### src/rtl/cdb_arbiter.sv
// Common data bus arbiter: per-source result FIFOs feeding CDB_COUNT registered
// broadcast ports under rotating-priority arbitration.
package cdb_arbiter_pkg;
  typedef struct packed {
    logic [5:0]  rob_id;
    logic [31:0] value;
    logic        exc;
  } cdb_info_t;
endpackage

module cdb_arbiter
  import cdb_arbiter_pkg::*;
#(
  parameter int unsigned SRC_CNT    = 4,
  parameter int unsigned CDB_COUNT  = 2,
  parameter int unsigned FIFO_DEPTH = 2
) (
  input  logic                           clk,
  input  logic                           rst,
  input  logic                           flush,
  input  logic      [SRC_CNT-1:0]        src_valid_i,
  input  cdb_info_t [SRC_CNT-1:0]        src_data_i,
  output logic      [SRC_CNT-1:0]        src_ready_o,
  output cdb_info_t [CDB_COUNT-1:0]      cdb_o,
  output logic      [CDB_COUNT-1:0]      cdb_valid_o,
  input  logic                           cdb_ready_i
);

  localparam int unsigned AW = $clog2(FIFO_DEPTH);
  localparam int unsigned CW = AW + 1;
  localparam int unsigned SW = (SRC_CNT > 1) ? $clog2(SRC_CNT) : 1;

  cdb_info_t               mem_q    [SRC_CNT][FIFO_DEPTH];
  logic      [AW-1:0]      rd_ptr_q [SRC_CNT];
  logic      [AW-1:0]      wr_ptr_q [SRC_CNT];
  logic      [CW-1:0]      count_q  [SRC_CNT];
  logic      [SW-1:0]      rr_q, rr_d;
  cdb_info_t [CDB_COUNT-1:0] cdb_d;
  logic      [CDB_COUNT-1:0] cdb_valid_d;
  logic      [SRC_CNT-1:0] push, pop, nonempty;
  logic                    adv;

  // A stalled broadcast only blocks when something is actually being presented.
  assign adv = cdb_ready_i | ~(|cdb_valid_o);

  always_comb begin
    for (int s = 0; s < SRC_CNT; s++) begin
      src_ready_o[s] = count_q[s] < CW'(FIFO_DEPTH);
      nonempty[s]    = count_q[s] != '0;
      push[s]        = src_valid_i[s] & src_ready_o[s] & ~flush;
    end
  end

  always_comb begin
    int unsigned n_grant;
    int unsigned idx;
    n_grant     = 0;
    idx         = 0;
    pop         = '0;
    rr_d        = rr_q;
    cdb_d       = '0;
    cdb_valid_d = '0;
    for (int unsigned i = 0; i < SRC_CNT; i++) begin
      idx = (32'(rr_q) + i) % SRC_CNT;
      if (nonempty[idx] && n_grant < CDB_COUNT) begin
        cdb_d[n_grant]       = mem_q[idx][rd_ptr_q[idx]];
        cdb_valid_d[n_grant] = 1'b1;
        pop[idx]             = adv & ~flush;
        rr_d                 = SW'((idx + 1) % SRC_CNT);
        n_grant              = n_grant + 1;
      end
    end
  end

  always_ff @(posedge clk or posedge rst) begin
    if (rst) begin
      for (int s = 0; s < SRC_CNT; s++) begin
        rd_ptr_q[s] <= '0;
        wr_ptr_q[s] <= '0;
        count_q[s]  <= '0;
      end
      rr_q        <= '0;
      cdb_o       <= '0;
      cdb_valid_o <= '0;
    end else if (flush) begin
      for (int s = 0; s < SRC_CNT; s++) begin
        rd_ptr_q[s] <= '0;
        wr_ptr_q[s] <= '0;
        count_q[s]  <= '0;
      end
      rr_q        <= '0;
      cdb_o       <= '0;
      cdb_valid_o <= '0;
    end else begin
      for (int s = 0; s < SRC_CNT; s++) begin
        if (push[s]) wr_ptr_q[s] <= wr_ptr_q[s] + 1'b1;
        if (pop[s])  rd_ptr_q[s] <= rd_ptr_q[s] + 1'b1;
        count_q[s] <= count_q[s] + CW'(push[s]) - CW'(pop[s]);
      end
      if (adv) begin
        rr_q        <= rr_d;
        cdb_o       <= cdb_d;
        cdb_valid_o <= cdb_valid_d;
      end
    end
  end

  // Storage needs no reset: entries are only read when count marks them valid.
  always_ff @(posedge clk) begin
    for (int s = 0; s < SRC_CNT; s++) begin
      if (push[s]) mem_q[s][wr_ptr_q[s]] <= src_data_i[s];
    end
  end

endmodule

### config.mk
export PLATFORM = sky130hd
export DESIGN_NAME = cdb_arbiter
export DESIGN_NICKNAME = d
export VERILOG_FILES = /design/src/rtl/cdb_arbiter.sv
export SDC_FILE = /design/constraint.sdc
export NUM_CORES = 1
export LEC_CHECK = 0
export ABC_AREA = 1
export CORE_MARGIN = 5
export CORE_UTILIZATION = 35
export CTS_CLUSTER_SIZE = 8
export DETAILED_ROUTE_END_ITERATION = 10
export GPL_TIMING_DRIVEN = 1
export SYNTH_ARGS = -nofsm -noshare
export SYNTH_HDL_FRONTEND = slang
export SYNTH_SLANG_ARGS = --single-unit
### constraint.sdc
create_clock -name clk -period 5.25 [get_ports clk]
set_clock_uncertainty 0.05 [all_clocks]
set_input_delay 0.525 -clock clk [delete_from_list [all_inputs] [get_ports clk]]
set_output_delay 0.525 -clock clk [all_outputs]
set_load 0.01 [all_outputs]
# Word-level counts from Yosys, hierarchy flattened
# Memories as Yosys holds them, arrays and structs flattened.
# Index checks and enable logic that the tools add are counted.
[totals] out_inout_bits=84 ram_bits=312 memories=1 reg_bits=98 word_cells=250 in_bits=164
[op_classes] addsub=24 mux=110 n_reduce_logical=30 n_bitwise=28 n_lt_le_gt_ge=37
[memory_table] memory="mem_q" words=4 word_bits=78 read_ports=4 rd_clocked_by_memory_dff=0 wr=4 line_no="33" source="cdb_info_t mem_q [SRC_CNT][FIFO_DEPTH];"
[op_table] cell="39-bit 2-to-1 mux" n=20
[op_table] cell="78-bit 2-to-1 mux" n=9
[op_table] cell="39-bit demux with 1-bit select" n=7
[op_table] cell="78-bit bitwise mux" n=3
[op_table] cell="32-bit by 2-bit < comparator with 1-bit output (second input constant)" n=6
[op_table] cell="33-bit by 3-bit greater-or-equal comparator with 1-bit output (second input constant)" n=4
[op_table] cell="2-bit NOT with 33-bit output" n=4
[op_table] cell="32-bit by 1-bit greater-or-equal comparator with 1-bit output (second input constant)" n=3
[op_table] cell="32-bit by 1-bit adder with 32-bit output (second input constant)" n=2
[op_table] cell="32-bit 2-to-1 mux" n=2
[op_table] cell="1-bit 2-to-1 mux" n=33
[op_table] cell="2-bit nonzero test" n=13
[op_table] cell="4-bit 2-to-1 mux" n=6
[op_table] cell="2-bit 2-to-1 mux" n=11
[op_table] cell="1-bit binary-select mux with 2-bit select" n=8
[op_table] cell="2-bit greater-or-equal comparator (second input constant)" n=8
[op_table] cell="1-bit NOT with 2-bit output" n=8
[op_table] cell="1-bit logical AND" n=14
[op_table] cell="4-bit bitwise mux" n=3
[op_table] cell="2-bit by 3-bit < comparator with 1-bit output (second input constant)" n=4
[op_table] cell="1-bit AND" n=9
[op_table] cell="1-bit adder (second input constant)" n=8
[op_table] cell="2-bit by 1-bit adder with 2-bit output" n=4
[op_table] cell="2-bit by 1-bit adder with 2-bit output (second input constant)" n=4
[op_table] cell="16 further kinds" n=36

# Logic depth before layout (Yosys ltp)
# Gate-level depths: netlist of run 1.
[logic_depth] word_depth=18 ltp_mapped=24 ltp_nobuf=19

# Worst setup path after synthesis of run 1
# OpenSTA, ideal clock, no wires.
[synth_path] path_type="register to register" startpoint="register rr_q[1]" endpoint="register count_q[1] (netlist name)" path_buffers=5 t_arrival_ps=3504 synth_period_minus_slack_ps=3686 path_stages_with_launch=25 setup_slack_ps=1564 path_cell_list="dfrtp_1 -> buf_4 -> inv_2 -> buf_4 -> buf_2 -> buf_2 -> ha_1 -> buf_4 -> inv_2 -> nand2_2 -> nand2_4 -> inv_1 -> ha_1 -> inv_1 -> nand2_1 -> nor2_4 -> nand3_1 -> nand2_1 -> nand2_1 -> inv_1 -> ha_1 -> inv_1 -> ha_1 -> xor2_1 -> nor2_1"
[synth_via] elab_chain_len=14 word_cells_on_any_way=52
[synth_lines] item="start, declared" line_no="37" source="logic [SW-1:0] rr_q, rr_d;"
[synth_lines] item="start signal, assigned" line_no="101" source="rr_q <= rr_d;"
[synth_lines] item="1-bit binary-select mux with 2-bit select, or another cell as far along" line_no="65" source="if (nonempty[idx] && n_grant < CDB_COUNT) begin"
[synth_lines] item="1-bit 2-to-1 mux (not written as such) or 1-bit logical AND (tied branches)" line_no="65, 68"
[synth_lines] item="1-bit 2-to-1 mux (on tied branches)" line_no="65, 68"
[synth_lines] item="32-bit by 2-bit < comparator with 1-bit output or 1-bit demux with 2-bit select (tied branches)" line_no="65, 68"
[synth_lines] item="1-bit logical AND or 4-bit AND (tied branches)"
[synth_lines] item="32-bit 2-to-1 mux or 4-bit 2-to-1 mux (tied branches)" line_no="65"
[synth_lines] item="32-bit by 2-bit < comparator with 1-bit output or 4-bit bitwise mux (tied branches)" line_no="65, 68"
[synth_lines] item="1-bit logical AND or 4-bit 2-to-1 mux (tied branches)" line_no="65"
[synth_lines] item="32-bit 2-to-1 mux or 4-bit bitwise mux (tied branches)" line_no="65, 68"
[synth_lines] item="32-bit by 2-bit < comparator with 1-bit output or 4-bit 2-to-1 mux (tied branches)" line_no="65"
[synth_lines] item="1-bit logical AND or 4-bit bitwise mux (tied branches)" line_no="65, 68"
[synth_lines] item="4-bit 2-to-1 mux *" line_no="65"
[synth_lines] item="2-bit by 1-bit subtractor with 2-bit output *" line_no="98" source="count_q[s] <= count_q[s] + CW'(push[s]) - CW'(pop[s]);"
[synth_lines] item="8-bit 2-to-1 mux *" line_no="85" source="end else if (flush) begin"
[synth_lines] item="end signal, assigned by index" line_no="98"
[synth_lines] item="end, declared" line_no="36" source="logic [CW-1:0] count_q [SRC_CNT];"
# Every way passes the cells marked *; elsewhere a longest branch is shown, timed or not. The select of a mux whose other input is x is not followed.
# A chain may end at the register's enable or synchronous reset.

# Final worst setup path of run 1
[layout_path] startpoint="register rr_q[0]" endpoint="register cdb_o[26] (netlist name)"
[layout_via] elab_chain_len=17 word_cells_on_any_way=79
[layout_lines] item="1-bit binary-select mux with 2-bit select, or another cell as far along" line_no="65"
[layout_lines] item="1-bit 2-to-1 mux (not written as such), or another cell as far along" line_no="65"
[layout_lines] item="1-bit 2-to-1 mux, or another cell as far along" line_no="65"
[layout_lines] item="32-bit by 2-bit < comparator with 1-bit output or 1-bit 2-to-1 mux (tied branches)" line_no="65, 66"
[layout_lines] item="1-bit logical AND, or another cell as far along" line_no="65"
[layout_lines] item="32-bit 2-to-1 mux, or another cell as far along" line_no="65"
[layout_lines] item="32-bit by 2-bit < comparator with 1-bit output or 39-bit 2-to-1 mux (tied branches)" line_no="65, 66"
[layout_lines] item="1-bit logical AND or 39-bit 2-to-1 mux (tied branches)" line_no="65, 66"
[layout_lines] item="32-bit 2-to-1 mux, or another cell as far along" line_no="65"
[layout_lines] item="32-bit by 1-bit greater-or-equal comparator with 1-bit output (not written as such), or another cell as far along" line_no="66" source="cdb_d[n_grant] = mem_q[idx][rd_ptr_q[idx]];"
[layout_lines] item="1-bit logical AND (not written as such) or 78-bit 2-to-1 mux (tied branches)" line_no="66, 65"
[layout_lines] item="39-bit 2-to-1 mux (not written as such) or 78-bit bitwise mux (tied branches)" line_no="66"
[layout_lines] item="39-bit demux with 1-bit select or 78-bit 2-to-1 mux (tied branches)" line_no="66, 65"
[layout_lines] item="78-bit bitwise mux" line_no="66"
[layout_lines] item="78-bit 2-to-1 mux *" line_no="65"
[layout_lines] item="78-bit 2-to-1 mux *" line_no="100" source="if (adv) begin"
[layout_lines] item="78-bit 2-to-1 mux *" line_no="85"
[layout_lines] item="end signal, assigned" line_no="83" source="cdb_o <= '0;"
[layout_lines] item="end signal, assigned" line_no="92" source="cdb_o <= '0;"
[layout_lines] item="end signal, assigned" line_no="102" source="cdb_o <= cdb_d;"
[layout_lines] item="end, declared" line_no="24" source="output cdb_info_t [CDB_COUNT-1:0] cdb_o,"
# Marked as above.

==> results of run 1 <==
registers in the layout, indices dropped and copies added (netlist names):
register	cells
cdb_o	78
cdb_valid_o	2
mem_q	312
wr_ptr_q	4
rd_ptr_q	4
rr_q	2
count_q	8
logic make-up after synthesis:
logic type,share of synthesized area (%)
buffers and inverters,9.63
flip-flops,45.0
adder cells (fa/ha/maj),0.857
AO/OA/AOI/OAI,6.88
AND/OR/NAND/NOR,37.3
XOR/XNOR,0.300
cell type report:
class                           count  area [um^2]
Multi-Input combinational cell   2773        12100
Timing Repair Buffer              300         2920
Tap cell                          969         1210
Inverter                          359         1370
Sequential cell                   410        11800
Antenna cell                        3         7.51
Clock inverter                      2         16.3
Clock buffer                      107         1680
Fill cell                        7581        43400
synth_stat cells (2+ instances only):
library cell and instances:
nand2_4 7, buf_6 7, nor2_1 37, o21ai_1 39, buf_2 83, clkbuf_1 82, buf_4 36, nand2_1 1761
nand2_2 8, xnor2_1 4, nor2_2 3, inv_2 8, a21oi_1 137, buf_1 29, o21ai_0 172, ha_1 18
nand3_1 567, inv_1 350, edfxtp_1 312, dfrtp_1 98, nor2_4 2, o22ai_1 7, xor2_1 5
how the worst max path moves through the flow:
stage,end,cells after the start
after floorplan,count_q[1]$_DFF_PP0_,24
after global placement,cdb_o[26]$_DFFE_PP0N_,15
after detailed placement,cdb_o[26]$_DFFE_PP0N_,15
after CTS,cdb_o[27]$_DFFE_PP0N_,15
after global routing,cdb_o[71]$_DFFE_PP0N_,15
final,cdb_o[26]$_DFFE_PP0N_,15
worst max-delay path, cell delays in order (launching register included):
cell	delay [ns]
dfrtp_4	0.69
inv_8	0.48
ha_4	0.32
inv_6	0.06
buf_4	0.68
buf_4	0.93
nand3_1	0.15
nand2_1	0.11
nand2_1	0.05
nand2_1	0.10
nand2_1	0.06
nand2_1	0.06
nand2_1	0.05
nand3_1	0.10
nand3_1	0.15
nand2_1	0.12
per-layer routing:
metal | global-route usage (%) | wire [um]
met1 | 32.0 | 41400
met2 | 36.0 | 42100
met3 | 4.95 | 9590
met4 | 7.89 | 3330
met5 | 0 | 25
per-stage QoR:
| step | setup slack, ns | hold slack (ns) | std cells | power [mW] |
|---|---|---|---|---|
| after floorplan | 1.56 | 0.408 | 3779 | 13.5 |
| after global placement | 1.06 | 0.414 | 4811 | 17.6 |
| after detailed placement | 1.02 | 0.419 | 4811 | 17.7 |
| after CTS | 0.997 | 0.288 | 4920 | 21.3 |
| after global routing | 0.583 | 0.344 | 4922 | 23.1 |
| final | 0.895 | 0.295 | 4923 | 21.4 |
power groups by stage:
| stage | logic, mW | registers [mW] | clock network (mW) |
|---|---|---|---|
| final | 13.6 | 4.27 | 3.53 |
| after global routing | 15.0 | 4.31 | 3.74 |
| after CTS | 13.4 | 4.27 | 3.60 |
| after detailed placement | 13.4 | 4.32 | 0 |
| after global placement | 13.3 | 4.33 | 0 |
| after floorplan | 9.19 | 4.28 | 0 |
==> run summary, run 1 <==
status: complete, no violations
setup bufs post-CTS: 0
Vias: 25,353
Routed Antenna Nets: 0
Worst slew margin: 17.8%
clk_lat worst skew: 0.61 ns
share of the synthesized area in the top cell type: 35.7%
H-tree depth: 2
clock slew at reported path FFs: 0.05 ns
min Tclk post-route: 4.35 ns
DR iter-0 viols: 2,409
Syn Std Cell Area: 0.0263 mm^2
Die X: 284 um
GRT Resource Usage Total: 23.1%
CTS root buffer: clkbuf_16
post-DR wirelength/cell: 19.6 um
crit path kind: register to register
most frequent cells in the layout: nand2_1 (1,756), nand3_1 (566), inv_1 (349), edfxtp_1 (312), clkdlybuf4s50_1 (247)
Worst setup SP type: register
area of placed instances: 0.0294 mm^2
Comb pwr share: 63.5%
drt first pass iters: 6
GP Congestion: 0.853
count of final hold-check violations: 0
Core Area: 0.0744 mm^2
area grow syn2layout: 18.3%
clock sink total: 410
Total Wirelength: 96,500 um
clk buf depth: 3
Seq pwr share: 20.0%
top_reg_cell synth: edfxtp_1
final core utilization: 41.8%
synth unique cells: 30
Synth async-reset ratio: 23.9%
layout cell share with drive strength beyond 1: 4.25%
Post-CTS Hold Buffers: 0
Synth Area per Inst: 6.95 um^2
worst-path fanout max: 93
cell taking the most area after synthesis: edfxtp_1
clock network fraction of design power: 16.5%
top cells by area, synth: edfxtp_1 (36%), nand2_1 (25%), nand3_1 (11%)
LEAKAGE: 14.8 nW
syn_nets: 3,961
Seq cells post-synth: 410
I/O pin count: 248
most common cell after layout, fill and taps aside: nand2_1
Power Internal: 10.1 mW
Crit Reg-Reg Startpoint: rr_q[0]$_DFFE_PP0P_
critical path startpoint: rr_q[0]$_DFFE_PP0P_
critical path arrival: 4.83 ns
vias in the first global route: 23,858
Sw Pwr: 11.3 mW
Maximum Capacitance Violations: 0
DP HPWL: 58,600 um
Net Sw Frac: 53.0%
Fin Setup TNS: 0 ns
Hold WC Path Type: primary input to asynchronous set/reset pin
PostCTS Resize Cnt: 0
Synth Instances: 3,779
die area: 0.0806 mm^2
first-pass GRT wire length: 144,000 um
Final nets: 4,084
CTS buffer count: 58
Initial Util: 35.3%
remaining global-route overflow: 0
VDD IR max: 0.965 mV
crit path capture type: register
EDFF count, synth: 312
largest net degree at the start of global routing: 120
unrepaired setup endpoints after global routing: false
WP data required: 5.73 ns
sequential share of the synthesized area: 45.0%
Max Fclk: 230 MHz
reg2reg path depth: 15
initial antenna violation count: 4
crit share post-route: 82.9%
drt via density: 5.15
final setup vio count: 0
Residual DRC: 0
Pwr Density: 688 mW/mm^2
Worst-Margin Slew: 1.23 ns
Die H: 284 um
design area: 0.0311 mm^2
port bufs: 247
Final Slew Violations: 0
reg2reg setup slack: 0.90 ns
worst r2r dst: cdb_o[26]$_DFFE_PP0N_
Synth warnings: 0
CTS tree: yes
FP Rows: 100
Note: power is estimated with default switching activity, not from simulation.
==> run 2: changes to the inputs <==
==> constraint.sdc (replaced) <==
create_clock -name clk -period 3.65 [get_ports clk]
set_clock_uncertainty 0.05 [all_clocks]
set_input_delay 0.365 -clock clk [delete_from_list [all_inputs] [get_ports clk]]
set_output_delay 0.365 -clock clk [all_outputs]
set_load 0.01 [all_outputs]
==> run summary, run 2 (synthesized netlist as in run 1, its figures left out) <==
initial antenna violation count: 11 (was 4)
critical path arrival: 3.81 ns (was 4.83 ns)
final setup vio count: 0 (unchanged)
max reg flops: 312 (unchanged)
CTS root buffer: clkbuf_16 (unchanged)
clock sink total: 410 (unchanged)
Initial Util: 35.3% (unchanged)
remaining global-route overflow: 0 (unchanged)
layout cell share with drive strength beyond 1: 4.40% (was 4.25%)
GP Congestion: 0.862 (was 0.853)
FP Rows: 100 (unchanged)
Final nets: 4,091 (was 4,084)
Worst setup SP type: register (unchanged)
Pwr Density: 993 mW/mm^2 (was 688 mW/mm^2)
Core Area: 0.0744 mm^2 (unchanged)
die area: 0.0806 mm^2 (unchanged)
Worst-Margin Slew: 1.28 ns (was 1.23 ns)
Residual DRC: 0 (unchanged)
I/O pin count: 248 (unchanged)
pre-CTS WS: 0.218 ns (was 1.02 ns)
first-pass GRT wire length: 145,000 um (was 144,000 um)
DR iter-0 viols: 2,325 (was 2,409)
design area: 0.0313 mm^2 (was 0.0311 mm^2)
area of placed instances: 0.0296 mm^2 (was 0.0294 mm^2)
H-tree depth: 2 (unchanged)
crit path kind: register to register (unchanged)
Die X: 284 um (unchanged)
register area: 0.0118 mm^2 (unchanged)
final core utilization: 42.0% (was 41.8%)
area grow syn2layout: 19.1% (was 18.3%)
drt via density: 5.15 (about the same)
Fin Setup TNS: 0 ns (unchanged)
Die H: 284 um (unchanged)
status: complete, no violations (unchanged)
WHS: 0.104 ns (was 0.295 ns)
Multi-input gate area: 0.0121 mm^2 (unchanged)
worst-path fanout max: 72 (was 93)
most common cell after layout, fill and taps aside: nand2_1 (unchanged)
GRT Resource Usage Total: 23.2% (was 23.1%)
Max Fclk: 296 MHz (was 230 MHz)
WP data required: 4.09 ns (was 5.73 ns)
Routed Antenna Nets: 0 (unchanged)
largest net degree at the start of global routing: 227 (was 120)
Worst slew margin: 14.4% (was 17.8%)
CTS buffer count: 57 (was 58)
post-DR wirelength/cell: 19.6 um (about the same)
DP HPWL: 60,000 um (was 58,600 um)
Maximum Capacitance Violations: 0 (unchanged)
VDD IR max: 1.23 mV (was 0.965 mV)
count of final hold-check violations: 0 (unchanged)
setup slack after layout: 0.276 ns (was 0.895 ns)
clk buf depth: 3 (unchanged)
clock slew at reported path FFs: 0.06 ns (was 0.05 ns)
most frequent cells in the layout: nand2_1 (1,756), nand3_1 (566), inv_1 (349), edfxtp_1 (312), clkdlybuf4s50_1 (247) (unchanged)
clk_lat worst skew: 0.62 ns (was 0.61 ns)
Hold WC Path Type: primary input to asynchronous set/reset pin (unchanged)
vias in the first global route: 23,637 (was 23,858)
Total Wirelength: 96,500 um (about the same)
setup bufs post-CTS: 0 (unchanged)
drt first pass iters: 5 (was 6)
crit share post-route: 92.4% (was 82.9%)
fillers: 7,588 (was 7,581)
unrepaired setup endpoints after global routing: false (unchanged)
Final Slew Violations: 0 (unchanged)
min Tclk post-route: 3.37 ns (was 4.35 ns)
Vias: 25,383 (was 25,353)
port bufs: 247 (unchanged)
CTS tree: yes (unchanged)
LEAKAGE: 14.9 nW (was 14.8 nW)
crit path capture type: register (unchanged)
run 2: final timing paths:
path                            cells after the start                      to  slack, ns                   from
min in group clk                                    1  mem_q[0][52]$_DFFE_PP_       0.28         src_data_i[13]
worst max-delay path                               10   cdb_o[40]$_DFFE_PP0N_       0.28    rr_q[0]$_DFFE_PP0P_
worst min-delay path                                2   cdb_o[12]$_DFFE_PP0N_       0.10                    rst
max in group asynchronous                           3     rr_q[0]$_DFFE_PP0P_       2.54                    rst
worst max register to register                     10   cdb_o[40]$_DFFE_PP0N_       0.28    rr_q[0]$_DFFE_PP0P_
worst min register to register                      2   cdb_o[37]$_DFFE_PP0N_       0.43  cdb_o[37]$_DFFE_PP0N_
run 2: what timing repair did:
item,in CTS,in global routing
hold buffers,0,0
endpoints found under the setup margin,0,5
gates resized for setup,0,1
run 2: layer usage:
metal	global-route usage [%]	up-vias	routed length, um
li1	-	12395	-
met5	0	-	113
met4	8.95	16	3740
met1	31.9	11587	41600
met3	4.92	237	8550
met2	36.1	1148	42400
run 2: stage by stage:
step | total power, mW | cells
after global placement | 25.7 | 4819
final | 31.1 | 4928
after detailed placement | 25.8 | 4819
after CTS | 30.9 | 4925
after floorplan | 19.4 | 3779
after global routing | 33.5 | 4927
run 2: critical path, stage by stage, from the launching register on:
cell	delay (ns)
dfrtp_4	0.50
inv_8	0.21
buf_4	0.65
nand2_1	0.27
a31oi_4	0.53
buf_12	0.32
o21ai_0	0.12
o21ai_0	0.20
nand2_1	0.16
nand3_1	0.14
nand2_1	0.06
run 2: where the power goes:
part | internal, mW | switching [mW]
Combinational | 6.00 | 13.9
Clock | 3.01 | 2.07
Sequential | 5.74 | 0.391
Total | 14.7 | 16.3
run 2: final cells by class:
| type | instances | area share (%) |
|---|---|---|
| antenna | 3 | 0.0240 |
| sequential | 410 | 37.8 |
| clock inverter | 1 | 0.0280 |
| tap | 969 | 3.88 |
| timing repair buffer | 308 | 10.0 |
| multi-input combinational | 2773 | 38.5 |
| clock buffer | 105 | 5.30 |
| inverter | 359 | 4.38 |
